$ cat src/rtl/ptw_arb_pkg.sv
// ptw_arb_pkg: shared FSM state and owner encodings for the page-table-walk read arbiter.
package ptw_arb_pkg;
  typedef enum logic [1:0] {IDLE, BUSY, DRAIN} state_t;
  typedef enum logic {OWNER_ITLB = 1'b0, OWNER_DTLB = 1'b1} owner_t;
endpackage

$ cat src/rtl/ptw_arb_pick.sv
// ptw_arb_pick: combinational ITLB/DTLB winner select.
// PTW_ARB_DTLB_PRIO_EN selects fixed DTLB priority; otherwise round-robin on the last owner.
module ptw_arb_pick
  import ptw_arb_pkg::*;
(
  input  logic   req_itlb_i,
  input  logic   req_dtlb_i,
  input  owner_t last_i,
  output owner_t win_o
);
`ifdef PTW_ARB_DTLB_PRIO_EN
  logic [1:0] unused_in;
  assign unused_in = {req_itlb_i, last_i};
  assign win_o = owner_t'(req_dtlb_i);
`else
  // On contention the requester that did not own the last delivered completion wins.
  assign win_o = owner_t'((req_itlb_i && req_dtlb_i) ? (last_i == OWNER_ITLB) : req_dtlb_i);
`endif
endmodule

$ cat src/rtl/ptw_arbiter.sv
// ptw_arbiter: arbitrates ITLB/DTLB page-table reads onto one memory read port, with satp flush.
// PTW_ARB_DTLB_PRIO_EN: fixed DTLB priority instead of round-robin.
module ptw_arbiter
  import ptw_arb_pkg::*;
#(
  parameter int ADDR_WIDTH = 64,
  parameter int DATA_WIDTH = 64
) (
  input  logic                  clk,
  input  logic                  rstn,
  input  logic                  req_itlb,
  input  logic [ADDR_WIDTH-1:0] addr_itlb,
  output logic                  rvalid_itlb,
  input  logic                  req_dtlb,
  input  logic [ADDR_WIDTH-1:0] addr_dtlb,
  output logic                  rvalid_dtlb,
  output logic [DATA_WIDTH-1:0] rdata_out,
  output logic                  ren_mem,
  output logic [ADDR_WIDTH-1:0] raddr_mem,
  input  logic [DATA_WIDTH-1:0] rdata_mem,
  input  logic                  rvalid_mem,
  input  logic                  flush,
  output logic                  busy
);
  state_t                state_q, state_d;
  logic [ADDR_WIDTH-1:0] addr_q, addr_d;
  owner_t                owner_q, owner_d, last_q, win;
  logic                  grant, deliver;

  ptw_arb_pick u_pick (
    .req_itlb_i(req_itlb),
    .req_dtlb_i(req_dtlb),
    .last_i    (last_q),
    .win_o     (win)
  );

  assign grant   = (state_q == IDLE) && !flush && (req_itlb || req_dtlb);
  assign deliver = (state_q == BUSY) && rvalid_mem && !flush;

  always_comb begin
    state_d = state_q;
    addr_d  = addr_q;
    owner_d = owner_q;
    case (state_q)
      IDLE: if (grant) begin
        state_d = BUSY;
        owner_d = win;
        addr_d  = (win == OWNER_DTLB) ? addr_dtlb : addr_itlb;
      end
      BUSY:    state_d = rvalid_mem ? IDLE : (flush ? DRAIN : BUSY);
      DRAIN:   state_d = rvalid_mem ? IDLE : DRAIN;
      default: state_d = IDLE;
    endcase
  end

  always_ff @(posedge clk or negedge rstn) begin
    if (!rstn) begin
      state_q <= IDLE;
      addr_q  <= '0;
      owner_q <= OWNER_ITLB;
    end else begin
      state_q <= state_d;
      addr_q  <= addr_d;
      owner_q <= owner_d;
    end
  end

`ifdef PTW_ARB_DTLB_PRIO_EN
  assign last_q = OWNER_DTLB;
`else
  // Reset to DTLB so the first contested grant goes to ITLB.
  always_ff @(posedge clk or negedge rstn) begin
    if (!rstn) last_q <= OWNER_DTLB;
    else if (deliver) last_q <= owner_q;
  end
`endif

  assign busy        = state_q != IDLE;
  assign ren_mem     = busy;
  assign raddr_mem   = busy ? addr_q : '0;
  assign rvalid_itlb = deliver && (owner_q == OWNER_ITLB);
  assign rvalid_dtlb = deliver && (owner_q == OWNER_DTLB);
  assign rdata_out   = deliver ? rdata_mem : '0;
endmodule
$ cat config.mk
export PLATFORM = sky130hd
export DESIGN_NAME = ptw_arbiter
export DESIGN_NICKNAME = d
export VERILOG_FILES = /design/src/rtl/ptw_arb_pkg.sv /design/src/rtl/ptw_arb_pick.sv /design/src/rtl/ptw_arbiter.sv
export SDC_FILE = /design/constraint.sdc
export NUM_CORES = 1
export LEC_CHECK = 0
export BUFFER_PORTS_ARGS = -buffer_cell sky130_fd_sc_hd__buf_4
export CAP_MARGIN = 10
export CORE_AREA = 4 4 125 127
export DETAILED_ROUTE_END_ITERATION = 10
export DIE_AREA = 0 0 129 131
export GPL_TIMING_DRIVEN = 0
export PLACE_DENSITY = 0.73
export SLEW_MARGIN = 0
export SYNTH_ARGS = -nofsm -noshare
export SYNTH_HDL_FRONTEND = slang
export SYNTH_SLANG_ARGS = --single-unit
$ cat constraint.sdc
create_clock -name clk -period 1.6 [get_ports clk]
set_input_delay 0.16 -clock clk [delete_from_list [all_inputs] [get_ports clk]]
set_output_delay 0.16 -clock clk [all_outputs]
set_load 0.02 [all_outputs]
## Yosys cells after proc, flatten, opt, wreduce, memory -nomap -nowiden

Index checks and enable logic that the tools add are counted.

- Eq/ne operators: 3
- Mux-type cells: 9
- Bitwise gates (word level): 2
- Reduce and logical (&&, ||, !) cells: 12

Operators with widths:

| operator | count |
|---|---|
| two-way mux 64 bit | 3 |
| two-way mux 2 bit | 4 |
| logical AND 1 bit | 7 |
| one-hot mux 2 bit (3 select lines) | 1 |
| equality test 2 x 1 -> 1 bit, second input constant | 1 |
| equality test 2 bit, second input constant | 1 |
| logical NOT 2 bit | 1 |
| != test 2 bit, second input constant | 1 |
| inverter 1 bit | 2 |
| AND reduction 2 bit | 1 |
| nonzero test 2 bit | 1 |
| logical NOT 1 bit | 1 |
| logical OR 1 bit | 1 |
| two-way mux 1 bit | 1 |

- Register bits: 68

## Depth between registers and ports, before layout

- Depth in word-level cells: 5
- Mapped depth: 5

## Cells and area by module

Synthesis repeated with hierarchy kept, for this count alone.

- Cells, all modules: 367
- Area total of the unflattened synthesis: 4217.8 um^2

By module, submodules not included:

| module | cells each | instances | area each (um^2) |
|---|---|---|---|
| ptw_arbiter | 366 | 1 | 4206.5 |
| ptw_arb_pick | 1 | 1 | 11.3 |

## Worst setup path before layout

No wires, ideal clock.

- Path kind: register -> register
- Start point: register last_q
- End point: register addr_q[53]
- Data required time: 1.475 ns
- Clock period less this slack: 1.636 ns
- Setup slack: -0.036 ns
- Data arrival time: 1.511 ns
- Cell stages (with the launch flop): 6
- Path through: dfstp_2 a21boi_0 buf_2 buf_6 mux2_2 mux2_2

- Word-level cells in the longest chain between the ends: 3

Ends and longest elaborated chain:

| item | RTL line | source |
|---|---|---|
| start: declaration | ptw_arbiter.sv:27 | `owner_t owner_q, owner_d, last_q, win;` |
| start signal: assignment | ptw_arbiter.sv:74 | `else if (deliver) last_q <= owner_q;` |
| inverter 1 bit | ptw_arb_pick.sv:17 | `assign win_o = owner_t'((req_itlb_i && req_dtlb_i) ? (last_i == OWNER_ITLB) : req_dtlb_i);` |
| two-way mux 1 bit | ptw_arb_pick.sv:17 |  |
| two-way mux 64 bit | ptw_arbiter.sv:48 | `addr_d = (win == OWNER_DTLB) ? addr_dtlb : addr_itlb;` |
| end signal: assignment | ptw_arbiter.sv:63 | `addr_q <= addr_d;` |
| end: declaration | ptw_arbiter.sv:26 | `logic [ADDR_WIDTH-1:0] addr_q, addr_d;` |

No other way between the ends.
A chain may end at the register's enable or synchronous reset.

## Worst setup path in the final report

- Start point: register state_q[0]
- End point: output raddr_mem[26]

- Word-level cells in the longest chain between the ends: 2

Ends and longest elaborated chain:

| item | RTL line | source |
|---|---|---|
| start: declaration | ptw_arbiter.sv:25 | `state_t state_q, state_d;` |
| start signal: assignment | ptw_arbiter.sv:62 | `state_q <= state_d;` |
| nonzero test 2 bit | ptw_arbiter.sv:78 | `assign busy = state_q != IDLE;` |
| two-way mux 64 bit | ptw_arbiter.sv:80 | `assign raddr_mem = busy ? addr_q : '0;` |
| end: declaration | ptw_arbiter.sv:19 | `output logic [ADDR_WIDTH-1:0] raddr_mem,` |

No other way between the ends.

==> metrics <==
clk root buf=clkbuf_16; fin nets=945; worst-path maximum fanout=6; first-pass GRT wire length=24.56 mm; sequential share of the synthesized area=38.62%; CTS tree=built; PortBufs=329; initial core utilization=30.57%; CTS max path bufs=2; violation count after the first detailed-route iteration=109; Placement Rows=44; Final Slew Violations=0; DIE AREA=16,900 µm²; relative slew slack=42.34%; final setup vio count=196; Final ANT Viol Nets=0; GRT overflow=0; post-synth cell types=21; Max IR drop VDD=0.0006145 V; Tot GR Track Use=18.69%; final setup margin=-217.1 ps; Routed WL per cell=18.84 µm; #FFs+latches synth=68; LEAKAGE=4.498 nW; final instance area=9035 µm²; non-filler cells in the finished layout=936; placed inst area=7114 µm²; antenna violations before repair=0; Clock Latency Late Sink=320 ps; Tightest Hold Check Type=input port to register; Avg Inst Size Synth=11.98 µm²; DR DRC count=0; synth-to-layout area growth=104.9%; Post-Route WL=17.63 mm; pwr dens=1083 nW/µm²; Core Area=14,420 µm²; Boundary Pins=330; failing checks=negative setup slack; Yosys warning count=0; final period utilization=113.6%; DR vias=4,304; post-synth net total=566; critical path's largest stage delay=400 ps; Hold Vio Cnt, Final=0; 1st-pass router iterations=4; Crit Path Class=register to primary output; Crit path top cell by count=clkbuf_16; Detailed Place HPWL=12.32 mm; endpoint class of the critical path=primary output; area leader, netlist=dfrtp_1; chip height=131 µm; unrepaired setup endpoints after global routing=yes; Peak Freq=550.3 MHz; CP Data Required Time=1440 ps; Num CTS Buffers=9; Clock Sink Count=68; Worst Path Arrival=1660 ps; Synth Cell Area=4409 µm²; largest net degree at the start of global routing=69; post-synthesis cell count=368; via-per-instance ratio=4.598; Startpoint Class=register; pre-CTS setup slack=-427.1 ps; Die Wd=129 µm; Least-Margin Pin Slew=864.9 ps; synth top area cells=dfrtp_1, mux2_2, and2_1; GP Congestion=0.8046; number of global-route vias before repair=4,588; status=finished, violations left; fraction of layout cells with a size suffix above 1=85.37%; level count of the clock H-tree=3; crit path cell chain=or2_4 > clkbuf_16 > clkbuf_16 > and2_4 > buf_6; Fillers=1,096; Yosys top cell area share=38.02%; Tmin final=1817 ps; Max-Cap Viols=0; clk_skew=9.492 ps; Inst Count DP=881; slowest CP cell=dfrtp_1; number of antenna diodes=0; hold slack=44.03 ps; clk slew on worst S/H paths=50 ps
## critical path: cells and delay by family, from the launching register on
kind          cells  cell delay, ps
flops             1             400
buf+inv           3             470
simple gates      2             460
## state kept, by name, summed over array words and instances (netlist names)
| name | count |
|---|---|
| owner_q | 1 |
| addr_q | 64 |
| state_q | 2 |
| last_q | 1 |
## cell usage in the layout, fill, tap and decap left out, types with 3 or more instances in the layout
cell type,synthesis,final
dfrtp_1,67,67
buf_8,4,15
and2_1,129,34
bufinv_16,0,3
buf_12,0,7
clkbuf_8,0,3
mux2_4,39,64
mux2_2,91,66
buf_6,6,120
clkbuf_16,0,22
and2_4,0,95
buf_4,1,235
## worst paths after layout
path	from	end	slack [ps]	depth (start not counted)
setup / recovery	state_q[0]$_DFFE_PN0P_	raddr_mem[26]	-220	5
hold / removal	rvalid_mem	state_q[0]$_DFFE_PN0P_	40	2
setup reg to reg	state_q[0]$_DFFE_PN0P_	addr_q[26]$_DFFE_PN0P_	-190	5
hold reg to reg	addr_q[58]$_DFFE_PN0P_	addr_q[58]$_DFFE_PN0P_	500	1
max in group asynchronous	rstn	addr_q[33]$_DFFE_PN0P_	540	2
min in group asynchronous	rstn	addr_q[59]$_DFFE_PN0P_	500	2
## power breakdown
part / internal (W) / switching [W]
combinational: 0.00306 / 0.00177
clock: 0.00153 / 0.000744
sequential: 0.00232 / 0.000373
## cells in the mapped netlist, drive strengths merged
cell,instances
dfstp,1
nand2,1
or2,1
and2,129
mux2,130
nor3,1
buf,16
o21bai,1
a21boi,1
nor2,2
a21oi,1
nor2b,1
dfrtp,67
nand2b,1
nand3b,1
clkbuf,13
and3,1
## metrics by stage
step | TNS [ps] | power, W | utilization [%]
2_1_floorplan | 0 | 0.004742 | -
3_3_place_gp | -28300 | 0.006068 | 49.32
3_5_place_dp | -33090 | 0.006170 | 49.32
4_1_cts | -26330 | 0.009241 | 58.51
5_1_grt | -42580 | 0.01026 | 62.64
6_report | -30410 | 0.009782 | 62.64
## final cells by class
type | count | area (µm²) | area share [%]
Buffer | 26 | 412.9 | 4.570
Clock buffer | 10 | 229.0 | 2.534
Clock inverter | 6 | 112.6 | 1.246
Multi-Input combinational cell | 271 | 2858 | 31.63
Sequential cell | 68 | 1703 | 18.85
Tap cell | 184 | 230.2 | 2.548
Timing Repair Buffer | 371 | 3490 | 38.62
## metal layers
layer  routed length [µm]  GRT usage [%]  up-vias
met2                 9032          32.99      191
met5                    0              0        -
met3                 1308          4.715       32
met1                 6886          22.55     2079
met4                  403          5.435        0
li1                     -              -     2002
## cells by family (layout without fill, tap and decap cells)
group	count (synthesis)	after routing	share of synthesized area, %
AO/OA/AOI/OAI	3	3	0.4540
buffers and inverters	29	413	4.739
multiplexers	130	130	36.52
AND/OR/NAND/NOR	138	138	19.67
flip-flops	68	68	38.62
## what timing repair did
action | 4_1_cts | 5_1_grt
resized for setup | 220 | 101
endpoints found under the setup margin | 197 | 196
setup buffers | 17 | 4
hold buffers | 2 | 0
hold endpoints to repair | 53 | 0
pin swaps | 20 | 29
gates cloned | 7 | 12
Note: power is estimated with default switching activity, not from simulation.
